`config.mk`:
```
export PLATFORM = sky130hd
export DESIGN_NAME = vga_write_arbiter
export DESIGN_NICKNAME = d
export VERILOG_FILES = /design/src/rtl/vga_pkg.sv /design/src/rtl/rr_arbiter.sv /design/src/rtl/vga_write_arbiter.sv
export SDC_FILE = /design/constraint.sdc
export NUM_CORES = 1
export LEC_CHECK = 0
export CAP_MARGIN = 40
export CORE_UTILIZATION = 48
export CTS_CLUSTER_DIAMETER = 150
export DETAILED_ROUTE_END_ITERATION = 8
export PLACE_DENSITY = 0.79
export REMOVE_ABC_BUFFERS = 1
export SYNTH_ARGS = -nofsm -noshare
export SYNTH_HDL_FRONTEND = slang
export SYNTH_SLANG_ARGS = --single-unit
```
`constraint.sdc`:
```
create_clock -name clock -period 2.9 [get_ports clock]
set_clock_uncertainty 0.15 [all_clocks]
set_input_delay 0.58 -clock clock [delete_from_list [all_inputs] [get_ports clock]]
set_output_delay 0.58 -clock clock [all_outputs]
set_load 0.03 [all_outputs]
```
`src/rtl/vga_pkg.sv`:
```
// Shared frame geometry, port widths and controller state encoding for the
// VGA pixel-write path.
package vga_pkg;

   localparam int SCREEN_W = 160;
   localparam int SCREEN_H = 120;
   localparam int X_W      = 8;
   localparam int Y_W      = 7;
   localparam int COLOUR_W = 3;
   localparam int PACE_W   = 6;

   typedef enum logic {
      ARB   = 1'b0,
      CLEAR = 1'b1
   } state_e;

endpackage

```
`src/rtl/rr_arbiter.sv`:
```
// Combinational round-robin pick: searches from last_granted+1 upward (mod N)
// and returns the first requester as a one-hot grant plus its index.
module rr_arbiter
   import vga_pkg::*;
#(
   parameter int N     = 3,
   parameter int IDX_W = (N > 1) ? $clog2(N) : 1
) (
   input  logic [N-1:0]     req_i,
   input  logic [IDX_W-1:0] last_granted_i,
   output logic [N-1:0]     grant_o,
   output logic [IDX_W-1:0] winner_o,
   output logic             valid_o
);

   function automatic logic [IDX_W-1:0] slot(input logic [IDX_W-1:0] last, input int step);
      return IDX_W'((int'(last) + step) % N);
   endfunction

   always_comb begin
      grant_o  = '0;
      winner_o = '0;
      valid_o  = 1'b0;
      for (int k = 1; k <= N; k++) begin
         if (!valid_o && req_i[slot(last_granted_i, k)]) begin
            valid_o                           = 1'b1;
            winner_o                          = slot(last_granted_i, k);
            grant_o[slot(last_granted_i, k)]  = 1'b1;
         end
      end
   end

endmodule

```
`src/rtl/vga_write_arbiter.sv`:
```
// Owns the VGA adapter write port: round-robin pixel writes from NUM_REQ
// clients, pre-empted by a built-in full-screen clear sweep.
module vga_write_arbiter
   import vga_pkg::*;
#(
   parameter int NUM_REQ  = 3,
   parameter int SCREEN_W = vga_pkg::SCREEN_W,
   parameter int SCREEN_H = vga_pkg::SCREEN_H,
   parameter int PACE     = 0
) (
   input  logic                          clock,
   input  logic                          reset,
   input  logic                          clear_start,
   input  logic [COLOUR_W-1:0]           clear_colour,
   output logic                          clear_busy,
   output logic                          clear_done,
   input  logic [NUM_REQ-1:0]            req,
   input  logic [X_W*NUM_REQ-1:0]        req_x,
   input  logic [Y_W*NUM_REQ-1:0]        req_y,
   input  logic [COLOUR_W*NUM_REQ-1:0]   req_colour,
   output logic [NUM_REQ-1:0]            grant,
   output logic [X_W-1:0]                x_out,
   output logic [Y_W-1:0]                y_out,
   output logic [COLOUR_W-1:0]           colour_out,
   output logic                          plot
);

   localparam int IDX_W = (NUM_REQ > 1) ? $clog2(NUM_REQ) : 1;

   localparam logic [X_W-1:0]    X_LAST   = X_W'(SCREEN_W - 1);
   localparam logic [Y_W-1:0]    Y_LAST   = Y_W'(SCREEN_H - 1);
   localparam logic [X_W:0]      X_LIM    = (X_W + 1)'(SCREEN_W);
   localparam logic [Y_W:0]      Y_LIM    = (Y_W + 1)'(SCREEN_H);
   localparam logic [PACE_W-1:0] PACE_V   = PACE_W'(PACE);
   localparam logic [IDX_W-1:0]  LAST_RST = IDX_W'(NUM_REQ - 1);

   logic [X_W-1:0]      cli_x   [NUM_REQ];
   logic [Y_W-1:0]      cli_y   [NUM_REQ];
   logic [COLOUR_W-1:0] cli_col [NUM_REQ];

   for (genvar gi = 0; gi < NUM_REQ; gi++) begin : g_unpack
      assign cli_x[gi]   = req_x[gi*X_W +: X_W];
      assign cli_y[gi]   = req_y[gi*Y_W +: Y_W];
      assign cli_col[gi] = req_colour[gi*COLOUR_W +: COLOUR_W];
   end

   state_e              state_q, state_d;
   logic [IDX_W-1:0]    last_q, last_d;
   logic [X_W-1:0]      x_cnt_q, x_cnt_d;
   logic [Y_W-1:0]      y_cnt_q, y_cnt_d;
   logic [PACE_W-1:0]   pace_q, pace_d;
   logic [COLOUR_W-1:0] fill_q, fill_d;
   logic [X_W-1:0]      x_q, x_d;
   logic [Y_W-1:0]      y_q, y_d;
   logic [COLOUR_W-1:0] col_q, col_d;
   logic                plot_q, plot_d;
   logic                done_q, done_d;

   logic [NUM_REQ-1:0]  arb_grant;
   logic [IDX_W-1:0]    arb_idx;
   logic                arb_valid;
   logic                arb_en;
   logic [X_W-1:0]      sel_x;
   logic [Y_W-1:0]      sel_y;
   logic [COLOUR_W-1:0] sel_col;

   rr_arbiter #(
      .N     (NUM_REQ),
      .IDX_W (IDX_W)
   ) u_rr_arbiter (
      .req_i          (req),
      .last_granted_i (last_q),
      .grant_o        (arb_grant),
      .winner_o       (arb_idx),
      .valid_o        (arb_valid)
   );

   // A clear request in ARB pre-empts the arbiter in the very same cycle.
   assign arb_en  = (state_q == ARB) && !clear_start;
   assign grant   = arb_en ? arb_grant : '0;

   assign sel_x   = cli_x[arb_idx];
   assign sel_y   = cli_y[arb_idx];
   assign sel_col = cli_col[arb_idx];

   always_comb begin
      state_d = state_q;
      last_d  = last_q;
      x_cnt_d = x_cnt_q;
      y_cnt_d = y_cnt_q;
      pace_d  = pace_q;
      fill_d  = fill_q;
      x_d     = x_q;
      y_d     = y_q;
      col_d   = col_q;
      plot_d  = 1'b0;
      done_d  = 1'b0;

      case (state_q)
         ARB: begin
            if (clear_start) begin
               fill_d  = clear_colour;
               x_cnt_d = '0;
               y_cnt_d = '0;
               pace_d  = '0;
               state_d = CLEAR;
            end else if (arb_valid) begin
               x_d    = sel_x;
               y_d    = sel_y;
               col_d  = sel_col;
               // Off-screen pixels are consumed but never reach the adapter.
               plot_d = ({1'b0, sel_x} < X_LIM) && ({1'b0, sel_y} < Y_LIM);
               last_d = arb_idx;
            end
         end

         CLEAR: begin
            if (pace_q == '0) begin
               x_d    = x_cnt_q;
               y_d    = y_cnt_q;
               col_d  = fill_q;
               plot_d = 1'b1;
               pace_d = PACE_V;
               if (x_cnt_q == X_LAST) begin
                  x_cnt_d = '0;
                  if (y_cnt_q == Y_LAST) begin
                     y_cnt_d = '0;
                     done_d  = 1'b1;
                     state_d = ARB;
                  end else begin
                     y_cnt_d = y_cnt_q + 1'b1;
                  end
               end else begin
                  x_cnt_d = x_cnt_q + 1'b1;
               end
            end else begin
               pace_d = pace_q - 1'b1;
            end
         end

         default: state_d = ARB;
      endcase
   end

   always_ff @(posedge clock) begin
      if (reset) begin
         state_q <= ARB;
         last_q  <= LAST_RST;
         x_cnt_q <= '0;
         y_cnt_q <= '0;
         pace_q  <= '0;
         fill_q  <= '0;
         x_q     <= '0;
         y_q     <= '0;
         col_q   <= '0;
         plot_q  <= 1'b0;
         done_q  <= 1'b0;
      end else begin
         state_q <= state_d;
         last_q  <= last_d;
         x_cnt_q <= x_cnt_d;
         y_cnt_q <= y_cnt_d;
         pace_q  <= pace_d;
         fill_q  <= fill_d;
         x_q     <= x_d;
         y_q     <= y_d;
         col_q   <= col_d;
         plot_q  <= plot_d;
         done_q  <= done_d;
      end
   end

   assign clear_busy = (state_q == CLEAR);
   assign clear_done = done_q;
   assign x_out      = x_q;
   assign y_out      = y_q;
   assign colour_out = col_q;
   assign plot       = plot_q;

endmodule

```
==> flow_summary.rst <==
.. list-table::
   :header-rows: 1

   * - Metric
     - Value
   * - Number of diodes
     - 0
   * - Max H-tree Level
     - 2
   * - Type of origin of the critical path
     - flip-flop
   * - Worst relative slew slack
     - 49.58%
   * - Gpl congestion
     - 0.8588
   * - Count of buffering cells on the critical path with inverters included
     - 4
   * - Vias in the first global route
     - 3251
   * - Cell area after placement
     - 4208 sq um
   * - Global routing usage summed across all routing layers
     - 30.24%
   * - Number of sinks handled by clock tree synthesis
     - 47
   * - Post-route cell area
     - 4409 sq um
   * - Sequential share of the synthesized area
     - 30.46%
   * - Post-Synthesis Cell Area
     - 3089 sq um
   * - Row count
     - 28
   * - Clock latency reported for the late side of the worst-skew pair
     - 0.30 ns
   * - Status
     - completed
   * - DRC violation total after the first TritonRoute iteration
     - 246
   * - Crit-path cells
     - inv_2, ha_4, buf_4, nand3b_1, o21a_1, buf_4, nor3_4, a22oi_2, nor3_1, buf_4
   * - Cell seen most often among critical-path stages
     - sky130_fd_sc_hd__buf_4
   * - Final-report max-slew violation count
     - 0
   * - Post-layout util
     - 72.75%
   * - Die outline area
     - 6761 sq um
   * - Global-route wire length before repair
     - 15660 um
   * - Setup slack of the most critical reg-to-reg path
     - 0.19 ns
   * - Top fanout value on the critical path
     - 5
   * - Area of the core region
     - 6061 sq um
   * - Final Cycle Share
     - 97.12%
   * - Top library cells by usage in the layout, fill and taps aside
     - sky130_fd_sc_hd__clkdlybuf4s50_1, sky130_fd_sc_hd__nor2_1, sky130_fd_sc_hd__dfxtp_1
   * - Y dimension of the die
     - 82.23 um
   * - Static leakage
     - 1.641 nW
   * - Antenna violations before repair
     - 0
   * - Vias per std cell
     - 6.263
   * - Cts hold-fix bufs
     - 0
   * - Post-DP HPWL
     - 7375 um
   * - Initial DRT Pass Iterations
     - 7
   * - Number of enable flip-flop cells after synthesis
     - 0
   * - Post-layout nets
     - 571
   * - Areal power density over the cells
     - 565.3 nW/um^2
   * - CTS max path bufs
     - 2
   * - Data required time of the worst path
     - 2.17 ns
   * - Final routed wire length divided by cell count
     - 17.61 um
   * - Worst hold-check slack
     - 0.3336 ns
   * - Instance count of the mapped netlist
     - 393
   * - Biggest area consumer among synthesized cells
     - sky130_fd_sc_hd__dfxtp_1
   * - Total routed wirelength
     - 10130 um
   * - Worst IR Drop VDD
     - 0.4972 mV
   * - Worst min path class
     - flip-flop to flip-flop
   * - Critical Path End Type
     - output port
   * - Final antenna-violating net count
     - 0
   * - Number of top-level design ports
     - 87
   * - Signal arrival time at the worst endpoint
     - 2.09 ns
   * - CTS tree
     - done
   * - Pin count of the biggest net entering global routing
     - 26
   * - Number of warnings issued by yosys
     - 0
   * - Die span in x
     - 82.23 um
   * - FF+latch count, synth
     - 47
   * - Number of setup violations in the final report
     - 0
   * - Average instance area after synthesis
     - 7.861 sq um
   * - Max incr delay on CP
     - 0.37 ns
   * - Final routed DRC violation total
     - 0
   * - Relative area change from synthesis to final layout
     - 42.73%
   * - Library cell used as clock root buffer
     - sky130_fd_sc_hd__clkbuf_8
   * - Most used flip-flop cell after synthesis
     - sky130_fd_sc_hd__dfxtp_1
   * - Synth unique cells
     - 60
   * - Post-synth ARST share
     - 0%
   * - Setup TNS
     - 0 ns
   * - Clock-pin slew on the worst setup and hold paths
     - 0.09 ns
   * - Fraction of layout cells with a size suffix above 1
     - 14.40%
   * - Highest attainable clock frequency
     - 0.3551 GHz
   * - Final count of hold timing violations
     - 0
   * - Top-area cell type share of the netlist area
     - 30.46%
   * - Final non-filler cell total
     - 575
   * - Kind of cell with the highest combined delay on the critical path
     - buffers and inverters
   * - Total of buffers placed on input and output ports
     - 86
   * - Vias
     - 3601
   * - Starting density of the core
     - 50.97%
   * - Worst Path Class, Setup
     - flip-flop to output port
   * - Cell count after placement
     - 563
   * - Most area-consuming cells after synthesis
     - sky130_fd_sc_hd__dfxtp_1, sky130_fd_sc_hd__a311oi_1, sky130_fd_sc_hd__nor2_1, sky130_fd_sc_hd__nand2_1, sky130_fd_sc_hd__o221ai_1
   * - Most common cell after layout, fill and taps aside
     - sky130_fd_sc_hd__clkdlybuf4s50_1
   * - Inserted Clock Buffers
     - 5
   * - Crit path time final
     - 2.816 ns
   * - Remaining global-route overflow
     - 0
   * - Max_cap viols
     - 0
   * - Worst path slowest cell
     - sky130_fd_sc_hd__dfxtp_4
   * - Slew at the pin closest to its max-slew limit
     - 0.7548 ns
## cell families after synthesis
kind of cell,Yosys count,share of synthesized area (%)
buffers and inverters,41,5.711
adder cells (fa/ha/maj),8,3.240
multiplexers,13,4.334
flip-flops,47,30.46
AO/OA/AOI/OAI,104,26.25
AND/OR/NAND/NOR,169,26.89
XOR/XNOR,11,3.119
## per-layer routing
metal | global-route usage (%) | vias to the layer above | wire length (um)
li1 | - | 1694 | -
met1 | 39.27 | 1708 | 4323
met2 | 51.07 | 172 | 4712
met3 | 5.934 | 27 | 895
met4 | 7.719 | 0 | 195
met5 | 0 | - | 0
## stage by stage
stage | power, mW | setup WS (ns)
2_1_floorplan | 1.455 | -0.9548
3_3_place_gp | 1.964 | -0.09389
3_5_place_dp | 1.990 | -0.1224
4_1_cts | 2.472 | 0.01663
5_1_grt | 2.630 | -0.01498
6_report | 2.492 | 0.08366
## what timing repair did
item / CTS / global route
gates resized for setup: 13 / 8
endpoints found under the setup margin: 3 / 4
pin swaps: 2 / 5
buffers inserted: 1 / 4
## worst paths after layout
path	start	to	cells past startpoint
setup / recovery	last_q[0]	grant[2]	10
hold / removal	fill_q[2]	colour_out[2]	2
setup reg to reg	last_q[1]	x_out[1]	11
hold reg to reg	fill_q[2]	colour_out[2]	2
## registers in the layout, summed over array words and instances (netlist names), 2 cells and up
signal      count
fill_q          3
x_out           8
x_cnt_q         8
pace_q          6
y_cnt_q         7
colour_out      3
y_out           7
last_q          2
## worst min-delay path, stage by stage, from the launching register on
cell                       delay, ns
sky130_fd_sc_hd__dfxtp_1        0.32
sky130_fd_sc_hd__nand2_1        0.05
sky130_fd_sc_hd__a311oi_1       0.08
## cells in the mapped netlist (4+ instances only)
library cell,instances
sky130_fd_sc_hd__nor3_1,24
sky130_fd_sc_hd__o211ai_1,4
sky130_fd_sc_hd__a41oi_1,4
sky130_fd_sc_hd__xor2_1,10
sky130_fd_sc_hd__ha_1,8
sky130_fd_sc_hd__nand4_1,9
sky130_fd_sc_hd__nand3_1,10
sky130_fd_sc_hd__nor2b_1,4
sky130_fd_sc_hd__o221ai_1,15
sky130_fd_sc_hd__nand2_1,38
sky130_fd_sc_hd__a311oi_1,25
sky130_fd_sc_hd__buf_2,9
sky130_fd_sc_hd__clkbuf_1,13
sky130_fd_sc_hd__mux2i_1,10
sky130_fd_sc_hd__a22oi_1,4
sky130_fd_sc_hd__inv_1,13
sky130_fd_sc_hd__dfxtp_1,47
sky130_fd_sc_hd__nor2_1,54
sky130_fd_sc_hd__a21oi_1,13
sky130_fd_sc_hd__nand3b_1,6
sky130_fd_sc_hd__o21ai_0,12
## layout make-up
| class | count | area [sq um] |
|---|---|---|
| clock buffers | 5 | 68.82 |
| clock inverters | 2 | 37.54 |
| fillers | 466 | 1652 |
| inverters | 14 | 52.55 |
| multi-input cells | 305 | 2026 |
| flip-flops and latches | 47 | 948.4 |
| well taps | 75 | 93.84 |
| repair buffers | 127 | 1182 |
## power by group
group | internal, mW | switching, mW | leakage [nW]
sequential | 0.734 | 0.0637 | 0.386
clock | 0.252 | 0.213 | 0.0502
combinational | 0.559 | 0.671 | 1.21
total | 1.54 | 0.948 | 1.64
Power figures use the tool's default switching activity.
